$ cat src/rtl/canvas_feature_scan.sv
// Raster-scans a 1-bit canvas, counting set pixels and (with CANVAS_BBOX_EN defined)
// tracking their bounding box; the result is held until the consumer accepts it.
module canvas_feature_scan #(
    parameter int CANVAS_W = 32,
    parameter int CANVAS_H = 32,
    parameter int RD_LAT   = 1,
    localparam int AW = $clog2(CANVAS_W * CANVAS_H),
    localparam int XW = $clog2(CANVAS_W),
    localparam int YW = $clog2(CANVAS_H),
    localparam int CW = $clog2(CANVAS_W * CANVAS_H + 1)
) (
    input  logic          clk,
    input  logic          rst,
    input  logic          in_start,
    input  logic          abort,
    input  logic          read_data,
    output logic [AW-1:0] read_addr,
    output logic          read_enable,
    output logic          pending,
    output logic          result_valid,
    input  logic          result_ready,
    output logic [CW-1:0] ink_count,
    output logic          empty,
    output logic [XW-1:0] bbox_x0,
    output logic [XW-1:0] bbox_x1,
    output logic [YW-1:0] bbox_y0,
    output logic [YW-1:0] bbox_y1
);
    localparam int NPIX = CANVAS_W * CANVAS_H;

    typedef enum logic [1:0] {IDLE, READ, DRAIN, DONE} state_t;

    state_t          state_q, state_d;
    logic [AW-1:0]   addr_q, addr_d;
    logic [2:0]      drain_q, drain_d;
    logic [RD_LAT-1:0] pipe_v_q, pipe_v_d;
    logic [CW-1:0]   ink_q, ink_d;
    logic            hit;

`ifdef CANVAS_BBOX_EN
    logic [XW-1:0] x_q, x_d;
    logic [YW-1:0] y_q, y_d;
    logic [XW-1:0] pipe_x_q [RD_LAT];
    logic [XW-1:0] pipe_x_d [RD_LAT];
    logic [YW-1:0] pipe_y_q [RD_LAT];
    logic [YW-1:0] pipe_y_d [RD_LAT];
    logic [XW-1:0] bx0_q, bx0_d, bx1_q, bx1_d;
    logic [YW-1:0] by0_q, by0_d, by1_q, by1_d;
    logic [XW-1:0] px;
    logic [YW-1:0] py;
`endif

    assign read_enable  = (state_q == READ);
    assign read_addr    = read_enable ? addr_q : '0;
    assign pending      = (state_q == READ) || (state_q == DRAIN);
    assign result_valid = (state_q == DONE);
    assign ink_count    = ink_q;
    assign empty        = (ink_q == '0);
    // Returning pixels are only counted while a scan is live, so stale data after abort is dropped.
    assign hit          = pipe_v_q[RD_LAT-1] && read_data && pending && !abort;

`ifdef CANVAS_BBOX_EN
    assign px      = pipe_x_q[RD_LAT-1];
    assign py      = pipe_y_q[RD_LAT-1];
    assign bbox_x0 = bx0_q;
    assign bbox_x1 = bx1_q;
    assign bbox_y0 = by0_q;
    assign bbox_y1 = by1_q;
`else
    assign bbox_x0 = '0;
    assign bbox_x1 = XW'(CANVAS_W - 1);
    assign bbox_y0 = '0;
    assign bbox_y1 = YW'(CANVAS_H - 1);
`endif

    always_comb begin
        state_d = state_q;
        addr_d  = addr_q;
        drain_d = drain_q;
        ink_d   = ink_q;
        pipe_v_d[0] = (state_q == READ);
        for (int i = 1; i < RD_LAT; i++) pipe_v_d[i] = pipe_v_q[i-1];
        if (state_q == IDLE) pipe_v_d = '0;
`ifdef CANVAS_BBOX_EN
        x_d   = x_q;
        y_d   = y_q;
        bx0_d = bx0_q;
        bx1_d = bx1_q;
        by0_d = by0_q;
        by1_d = by1_q;
        pipe_x_d[0] = x_q;
        pipe_y_d[0] = y_q;
        for (int i = 1; i < RD_LAT; i++) begin
            pipe_x_d[i] = pipe_x_q[i-1];
            pipe_y_d[i] = pipe_y_q[i-1];
        end
`endif
        case (state_q)
            IDLE: begin
                if (in_start) begin
                    state_d = READ;
                    addr_d  = '0;
                    ink_d   = '0;
`ifdef CANVAS_BBOX_EN
                    x_d   = '0;
                    y_d   = '0;
                    bx0_d = '0;
                    bx1_d = '0;
                    by0_d = '0;
                    by1_d = '0;
`endif
                end
            end
            READ: begin
                if (abort) begin
                    state_d = IDLE;
                end else if (addr_q == AW'(NPIX - 1)) begin
                    state_d = DRAIN;
                    drain_d = '0;
                    addr_d  = '0;
                end else begin
                    addr_d = addr_q + AW'(1);
                end
`ifdef CANVAS_BBOX_EN
                if (x_q == XW'(CANVAS_W - 1)) begin
                    x_d = '0;
                    y_d = y_q + YW'(1);
                end else begin
                    x_d = x_q + XW'(1);
                end
`endif
            end
            DRAIN: begin
                if (abort) state_d = IDLE;
                else if (drain_q == 3'(RD_LAT - 1)) state_d = DONE;
                else drain_d = drain_q + 3'd1;
            end
            DONE: begin
                if (result_ready) state_d = IDLE;
            end
            default: state_d = IDLE;
        endcase

        if (hit) begin
            ink_d = ink_q + CW'(1);
`ifdef CANVAS_BBOX_EN
            // First set pixel seeds the box; later pixels only widen it.
            if (ink_q == '0) begin
                bx0_d = px;
                bx1_d = px;
                by0_d = py;
                by1_d = py;
            end else begin
                if (px < bx0_q) bx0_d = px;
                if (px > bx1_q) bx1_d = px;
                if (py < by0_q) by0_d = py;
                if (py > by1_q) by1_d = py;
            end
`endif
        end
    end

    always_ff @(posedge clk) begin
        if (rst) begin
            state_q  <= IDLE;
            addr_q   <= '0;
            drain_q  <= '0;
            pipe_v_q <= '0;
            ink_q    <= '0;
`ifdef CANVAS_BBOX_EN
            x_q   <= '0;
            y_q   <= '0;
            bx0_q <= '0;
            bx1_q <= '0;
            by0_q <= '0;
            by1_q <= '0;
            for (int i = 0; i < RD_LAT; i++) begin
                pipe_x_q[i] <= '0;
                pipe_y_q[i] <= '0;
            end
`endif
        end else begin
            state_q  <= state_d;
            addr_q   <= addr_d;
            drain_q  <= drain_d;
            pipe_v_q <= pipe_v_d;
            ink_q    <= ink_d;
`ifdef CANVAS_BBOX_EN
            x_q      <= x_d;
            y_q      <= y_d;
            bx0_q    <= bx0_d;
            bx1_q    <= bx1_d;
            by0_q    <= by0_d;
            by1_q    <= by1_d;
            pipe_x_q <= pipe_x_d;
            pipe_y_q <= pipe_y_d;
`endif
        end
    end
endmodule

$ cat config.mk
export PLATFORM = sky130hd
export DESIGN_NAME = canvas_feature_scan
export DESIGN_NICKNAME = d
export VERILOG_FILES = /design/src/rtl/canvas_feature_scan.sv
export SDC_FILE = /design/constraint.sdc
export NUM_CORES = 1
export LEC_CHECK = 0
export CELL_PAD_IN_SITES_DETAIL_PLACEMENT = 1
export CELL_PAD_IN_SITES_GLOBAL_PLACEMENT = 2
export CORE_ASPECT_RATIO = 1.1
export CORE_UTILIZATION = 36
export CTS_CLUSTER_DIAMETER = 150
export DETAILED_ROUTE_END_ITERATION = 10
export DONT_BUFFER_PORTS = 1
export PLACE_DENSITY_LB_ADDON = 0.25
export SLEW_MARGIN = 20
export SYNTH_ARGS = -nofsm -noshare
export SYNTH_HDL_FRONTEND = slang
export SYNTH_SLANG_ARGS = --single-unit
$ cat constraint.sdc
create_clock -name clk -period 2.2 [get_ports clk]
set_input_delay 0.44 -clock clk [delete_from_list [all_inputs] [get_ports clk]]
set_output_delay 0.44 -clock clk [all_outputs]
set_load 0.01 [all_outputs]
== Word-level counts from Yosys, hierarchy flattened ==
Cells that the tools add are included.

* Input bits: 6
* Output and inout bits: 45
* Word-level logic and storage cells: 57
* Flip-flop bits (word level): 27

* Muxes and demuxes: 20
* Reductions and logical operators: 17
* Eq/ne operators: 12
* $add $sub $neg: 3

{| class="wikitable"
|+ Operators with widths
! cell !! count
|-
| 10-bit two-way mux || 4
|-
| 11-bit two-way mux || 3
|-
| 10-bit one-hot mux with 2 select lines || 1
|-
| 2-bit two-way mux || 6
|-
| 3-bit two-way mux || 4
|-
| 11-bit by 1-bit adder with 11-bit output (second input constant) || 1
|-
| 11-bit zero test || 1
|-
| 10-bit by 1-bit adder with 10-bit output (second input constant) || 1
|-
| 10-bit == test (second input constant) || 1
|-
| 2-bit != test (second input constant) || 4
|-
| 2-bit one-hot mux with 4 select lines || 1
|-
| 2-bit nonzero test || 4
|-
| 3-bit by 2-bit != test with 1-bit output (second input constant) || 2
|-
| 3-bit one-hot mux with 2 select lines || 1
|-
| 5-bit AND reduction || 1
|-
| 2-bit == test (second input constant) || 2
|-
| 2-bit by 1-bit != test with 1-bit output (second input constant) || 2
|-
| 4-bit AND reduction || 1
|-
| 3-bit by 1-bit adder with 3-bit output (second input constant) || 1
|-
| 1-bit logical AND || 3
|-
| 3-bit zero test || 1
|-
| 3-bit AND reduction || 1
|-
| 2-bit by 1-bit == test with 1-bit output (second input constant) || 1
|-
| 2-bit zero test || 1
|-
| other kinds (4) || 4
|}

== Logic depth before layout (Yosys ltp) ==
Gate-level depths: netlist (run 1).

* Depth after elaboration: 6
* Gate-level depth with buffers: 8
* Depth with buffers taken out: 6

== Worst setup path after synthesis (run 1) ==
No wires, ideal clock.

* Kind: reg-to-reg
* Start: register state_q[0]
* End: register ink_q[5], in the netlist ink_count[5]
* Setup time: 0.065 ns
* Stages on the path, launching flop included: 7
* Path buffers: 0
* Arrival: 1.839 ns
* Setup slack: 0.296 ns
* Data required time: 2.135 ns
* Period minus slack after synthesis: 1.904 ns
* Path through: dfxtp_1 inv_1 ha_1 nand4b_1 nor3_1 mux2_2 nor2_1

* Cells in the longest elaborated chain, start to end: 6
* Elaborated cells between the ends (all ways): 10
* Classes of those cells: eq/ne (2); mux (1); reduce/logical (7)

{| class="wikitable"
|+ Ends and longest elaborated chain
! item !! line !! RTL
|-
| start: declaration || 33 || <nowiki>state_t state_q, state_d;</nowiki>
|-
| start signal: assignment || 183 || <nowiki>state_q <= state_d;</nowiki>
|-
| 2-bit by 1-bit == test with 1-bit output / 2-bit == test (equally long branches) || 55 || <nowiki>assign pending = (state_q == READ) || (state_q == DRAIN);</nowiki>
|-
| 1-bit logical OR * || 55 ||
|-
| net pending || 19 || <nowiki>output logic pending,</nowiki>
|-
| 1-bit logical AND * (2 in a row) || 60 || <nowiki>assign hit = pipe_v_q[RD_LAT-1] && read_data && pending && !abort;</nowiki>
|-
| 2-bit nonzero test (no source line) || n/a ||
|-
| 2-bit AND reduction (no source line) || n/a ||
|-
| end signal: assignment || 187 || <nowiki>ink_q <= ink_d;</nowiki>
|-
| end: declaration || 37 || <nowiki>logic [CW-1:0] ink_q, ink_d;</nowiki>
|}

The timed path passes the listed nets; every way through them passes the cells marked *.
A chain may end at the register's enable or synchronous reset.

== Worst setup path in the final report (run 1) ==
* Start: register state_q[0]
* End: register addr_q[2]

* Cells in the longest elaborated chain, start to end: 3
* Elaborated cells between the ends (all ways): 7
* Classes of those cells: eq/ne (3); mux (1); reduce/logical (3)

{| class="wikitable"
|+ Ends and longest elaborated chain
! item !! line !! RTL
|-
| 2-bit by 1-bit == test with 1-bit output / 2-bit zero test (equally long branches) || 98 || <nowiki>case (state_q)</nowiki>
|-
| 2-bit != test (no source line) / 2-bit nonzero test (equally long branches) || n/a ||
|-
| 3-bit AND reduction (no source line) || n/a ||
|-
| end signal: assignment || 184 || <nowiki>addr_q <= addr_d;</nowiki>
|-
| end: declaration || 34 || <nowiki>logic [AW-1:0] addr_q, addr_d;</nowiki>
|}

Several ways; a longest one is shown, not always the timed one.

==> results of run 1 <==
==> registers in the layout, summed over array words and instances, names as in the netlist <==
signal	cells
state_q	2
ink_count	11
addr_q	10
drain_q	3
pipe_v_q	1
==> synthesized netlist by cell type (all sizes together) (3+ instances only) <==
cell type,n
nor3,6
inv,10
nand2,15
clkbuf,5
nor2,19
o2111ai,3
nand2b,3
dfxtp,27
buf,21
a21oi,8
xnor2,3
and2,13
a211oi,3
nand3,8
or4,4
nand4,4
mux2i,3
nor4,4
xor2,5
ha,10
o31ai,4
o21ai,13
nor2b,6
==> worst register-to-register path, cell delays in order, from the launching register on <==
cell	delay, ns
dfxtp_1	0.35
inv_1	0.11
ha_1	0.29
nor2b_1	0.40
o21ai_0	0.18
o21ai_1	0.44
nor2_1	0.11
==> power groups by stage <==
stage               Sequential (mW)  Clock, mW  Combinational [mW]
global placement              0.526          0               0.234
global route                  0.520      0.328               0.278
floorplan                     0.524          0               0.209
CTS                           0.517      0.315               0.250
finish                        0.517      0.305               0.250
detailed placement            0.528          0               0.247
==> layout make-up <==
type	count	area, um^2	area share (%)
multi-input cells	181	1144	60.65
flip-flops and latches	27	540.5	28.67
well taps	56	70.07	3.716
repair buffers	6	45.04	2.389
clock buffers	3	41.29	2.190
inverters	10	37.54	1.991
clock inverters	1	7.507	0.3981
==> through the flow <==
| stage | hold WS, ns | cells | utilization (%) | cell area (um^2) |
|---|---|---|---|---|
| 6_report | 0.2073 | 284 | 39.70 | 1886 |
| 3_5_place_dp | 0.4914 | 280 | 38.67 | 1837 |
| 5_1_grt | 0.1930 | 284 | 39.70 | 1886 |
| 2_1_floorplan | 0.4498 | 244 | - | 1897 |
| 3_3_place_gp | 0.4692 | 280 | 38.67 | 1837 |
| 4_1_cts | 0.2021 | 284 | 39.70 | 1886 |
==> cell families (layout without fill, tap and decap cells) <==
family | count (synthesis) | after routing | share of synthesized area (%)
AND/OR/NAND/NOR | 91 | 91 | 27.70
AO/OA/AOI/OAI | 48 | 48 | 17.78
other | 2 | 20 | 0.4105
buffers and inverters | 36 | 20 | 11.63
XOR/XNOR | 8 | 8 | 3.831
adder cells (fa/ha/maj) | 10 | 10 | 6.840
multiplexers | 4 | 4 | 2.257
flip-flops | 27 | 27 | 29.55
==> metal layers <==
layer  global-route usage (%)  part of all wire (%)  wire (um)
met2                    29.90                    49       2270
met1                    21.30                    46       2137
met3                    3.548                   4.2        194
met5                        0                     0          0
met4                    6.000                   1.3         59
==> worst paths after layout <==
path	slack, ns	cells past startpoint	from	to
setup / recovery	0.19	6	state_q[0]$_SDFFE_PP0P_	addr_q[2]$_SDFFE_PP0P_
hold / removal	0.21	1	rst	ink_count[1]$_SDFFE_PP0P_
setup reg to reg	0.19	6	state_q[0]$_SDFFE_PP0P_	addr_q[2]$_SDFFE_PP0P_
hold reg to reg	0.51	1	drain_q[2]$_SDFFE_PP0P_	drain_q[2]$_SDFFE_PP0P_
==> impl_metrics.ini, run 1 <==
[clock_network]
holdBufCountCts = 0
cts.sinks = 27
cts_resized = 0
cts_root_buf = clkbuf_8
cts_tree = yes
clkTransAtPathRegs_ns = 0.11
cts_buffer_depth = 2
cts_buffers = 3
post_cts_buffers = 0
insertion_delay_ns = 0.29
h-tree-depth = 1

[power_and_ir_drop]
cellPowerDensity_nw_per_um2 = 568.4
pwr-share-clk_pct = 28.5
p_switching_mw = 0.3578
sw_frac_of_total_pct = 33.39
leakagePower_nw = 0.6968
total_power_mw = 1.072
ir_drop_mv = 0.2652
combPwrFrac_pct = 23.3
power.internal_mw = 0.7140
pwr-share-seq_pct = 48.2

[sta]
rsz0062_at_grt = no
slew_viol_final = 0
setup_viol = 0
clock_skew_ns = 0.009861
setup_ws_ns = 0.1946
fmax_ghz = 0.4987
finalHoldViolations = 0
fin_crit_sh_pct = 91.15
tns_ns = 0
min_period_ns = 2.005

[drt]
drt-pass1-iter-count = 4
ant_nets = 0
dr_total_vias = 1573
vias_per_cell = 5.539
drt_iter0_drc = 58
drc = 0
drt-total-wl_um = 4662
wl_per_cell_um = 16.42

[yosys]
yosysSeqAreaShare_pct = 29.55
synth_area_leaders = dfxtp_1, buf_4, ha_1
netlist_area_um2 = 1829
synth_ff_type = dfxtp_1
yosysUniqueCellTypes = 51
synth_cells = 226
synth_top_area_share_pct = 29.55
yosysTopAreaCell = dfxtp_1
async_flop_share_pct = 0
synth-edff-count = 0
ys_ff_latch = 27
synth-warning-count = 0
post_synth.cell_area_avg_um2 = 8.094

[critical_path]
worstSetupPathType = flop to flop
arrival_ns = 2.16
crit_path_end_kind = flop
cpPeakStageDelay_ns = 0.44
cp_top_family = compound AO/OA/AOI/OAI gates
critPathSlowestCell = o21ai_1
path_cells = inv_1 -> ha_1 -> nor2b_1 -> o21ai_0 -> o21ai_1 -> nor2_1
required_ns = 2.36
cp-start-kind = flop
crit_path_max_fanout = 6
critical_path_buf_inv_count = 1

[cells_and_area]
nets = 245
drive_gt1_share_pct = 7.895
area_delta_synth_final_pct = 3.078
layout_common_cells = dfxtp_1, conb_1, nor2_1
diodes = 0
nFillCells = 583
final_common_cell = dfxtp_1

[floorplanning]
die_height_um = 76.76
core_um2 = 4750
rows = 26
ioPinCount = 51
die_x_um = 69.97
die_area_um2 = 5371
initial_core_util_pct = 38.51

[min_path]
min_path_type = primary input to flop

[global_route]
grt_pass1_vias = 1605
overflow = 0
grt_usage_pct = 17.37
grt_first_pass_wirelength_um = 7617
grt_max_degree = 17
antenna_found_initial = 0

[run_status]
status = complete, no violations

[place]
place_congestion = 0.8071
hpwl_um = 3573
dp_slack_ns = 0.2380
portBuffers = 0

[job]
maxCapViolations = 0
No activity file was read; power rests on OpenSTA's default activity.
==> run 2, diff against run 1 <==
- RECOVER_POWER: unset -> 50
==> impl_metrics.ini, run 2 (synthesized netlist as in run 1, its figures left out) <==
[power_and_ir_drop]
pwr-share-seq_pct = 48.4
sw_frac_of_total_pct = 33.59
leakagePower_nw = 0.6842
total_power_mw = 1.068
pwr-share-clk_pct = 28.7
combPwrFrac_pct = 22.9
p_switching_mw = 0.3588
ir_drop_mv = 0.2600
cellPowerDensity_nw_per_um2 = 569.9
power.internal_mw = 0.7093

[drt]
wl_per_cell_um = 16.37
drt-total-wl_um = 4650
drt-pass1-iter-count = 4
vias_per_cell = 5.535
dr_total_vias = 1572
ant_nets = 0
drc = 0
drt_iter0_drc = 84

[clock_network]
cts_buffers = 3
cts_resized = 0
cts.sinks = 27
insertion_delay_ns = 0.29
post_cts_buffers = 0
holdBufCountCts = 0
cts_root_buf = clkbuf_8
clkTransAtPathRegs_ns = 0.11
cts_buffer_depth = 2
h-tree-depth = 1
cts_tree = yes

[floorplanning]
initial_core_util_pct = 38.51
die_height_um = 76.76
core_um2 = 4750
die_x_um = 69.97
ioPinCount = 51
die_area_um2 = 5371
rows = 26

[cells_and_area]
diodes = 0
multi_input_area_um2 = 1144
nets = 245
final_common_cell = dfxtp_1
drive_gt1_share_pct = 6.579
post-route-util_pct = 39.46
nFillCells = 585
layout_common_cells = dfxtp_1, conb_1, nor2_1
area_delta_synth_final_pct = 2.463
largest_reg_flops = 11
seqCellArea_um2 = 540.5

[critical_path]
worstSetupPathType = flop to flop
cpPeakStageDelay_ns = 0.45
cp-start-kind = flop
crit_path_end_kind = flop
crit_path_max_fanout = 6
required_ns = 2.36
critPathSlowestCell = o21ai_1
arrival_ns = 2.15
path_cells = inv_1 -> ha_1 -> nor2b_1 -> o21ai_0 -> o21ai_1 -> nor2_1

[job]
maxCapViolations = 0

[sta]
fmax_ghz = 0.5008
fin_crit_sh_pct = 90.76
worst_slew_pin_slew_ns = 0.4907
clock_skew_ns = 0.01024
setup_viol = 0
hold_ws_ns = 0.2027
finalHoldViolations = 0
slew_viol_final = 0
min_period_ns = 1.997
rsz0062_at_grt = no
tns_ns = 0
relSlewSlack_pct = 67.07

[global_route]
overflow = 0
grt_max_degree = 17
grt_pass1_vias = 1605
grt_usage_pct = 17.37
antenna_found_initial = 0
grt_first_pass_wirelength_um = 7617

[place]
portBuffers = 0
hpwl_um = 3573
place_congestion = 0.8071

[min_path]
min_path_type = primary input to flop

[run_status]
status = complete, no violations
-- run 2: cell types whose count changed in the layout (fill, tap and decap cells not counted), sizes merged --
cell / previous run / this run
clkbuf: 3 / 6
buf: 6 / 3
-- run 2: through the flow --
step	setup slack, ns	cells	area [um^2]
2_1_floorplan	0.2960	244	1897
3_5_place_dp	0.2380	280	1837
5_1_grt	0.01572	284	1874
3_3_place_gp	0.3402	280	1837
6_report	0.2033	284	1874
4_1_cts	0.1973	284	1886
-- run 2: layout make-up --
type                       count  area share, %
clock inverter                 1         0.4005
sequential                    27          28.84
multi-input combinational    181          61.01
inverter                      10          2.003
clock buffer                   3          2.203
tap                           56          3.738
timing repair buffer           6          1.802
-- run 2: critical path: cells and delay by family (launching register included) --
| kind | cells | cell delay (ns) |
|---|---|---|
| buffers and inverters | 1 | 0.11 |
| and+or+nand+nor | 2 | 0.50 |
| DFF | 1 | 0.35 |
| AOI/OAI and AO/OA | 2 | 0.63 |
| adders and majority gates | 1 | 0.29 |
-- run 2: worst paths after layout --
kind / slack [ns] / from / cells after the start / end
worst max-delay path: 0.20 / state_q[0]$_SDFFE_PP0P_ / 6 / addr_q[2]$_SDFFE_PP0P_
worst min-delay path: 0.20 / rst / 1 / ink_count[1]$_SDFFE_PP0P_
worst max register to register: 0.20 / state_q[0]$_SDFFE_PP0P_ / 6 / addr_q[2]$_SDFFE_PP0P_
worst min register to register: 0.51 / drain_q[1]$_SDFFE_PP0P_ / 2 / drain_q[1]$_SDFFE_PP0P_
-- run 2: layer usage --
layer | vias up | GRT usage (%) | wire length (um)
li1 | 773 | - | -
met3 | 6 | 3.548 | 211
met4 | 0 | 6.000 | 64
met2 | 39 | 29.90 | 2254
met5 | - | 0 | 0
met1 | 754 | 21.30 | 2120
-- run 2: power by group through the flow --
stage	sequential, mW	combinational [mW]	clock (mW)
after global placement	0.526	0.234	0
after CTS	0.517	0.250	0.315
after detailed placement	0.528	0.247	0
final	0.517	0.244	0.307
after global routing	0.520	0.273	0.328
after floorplan	0.524	0.209	0
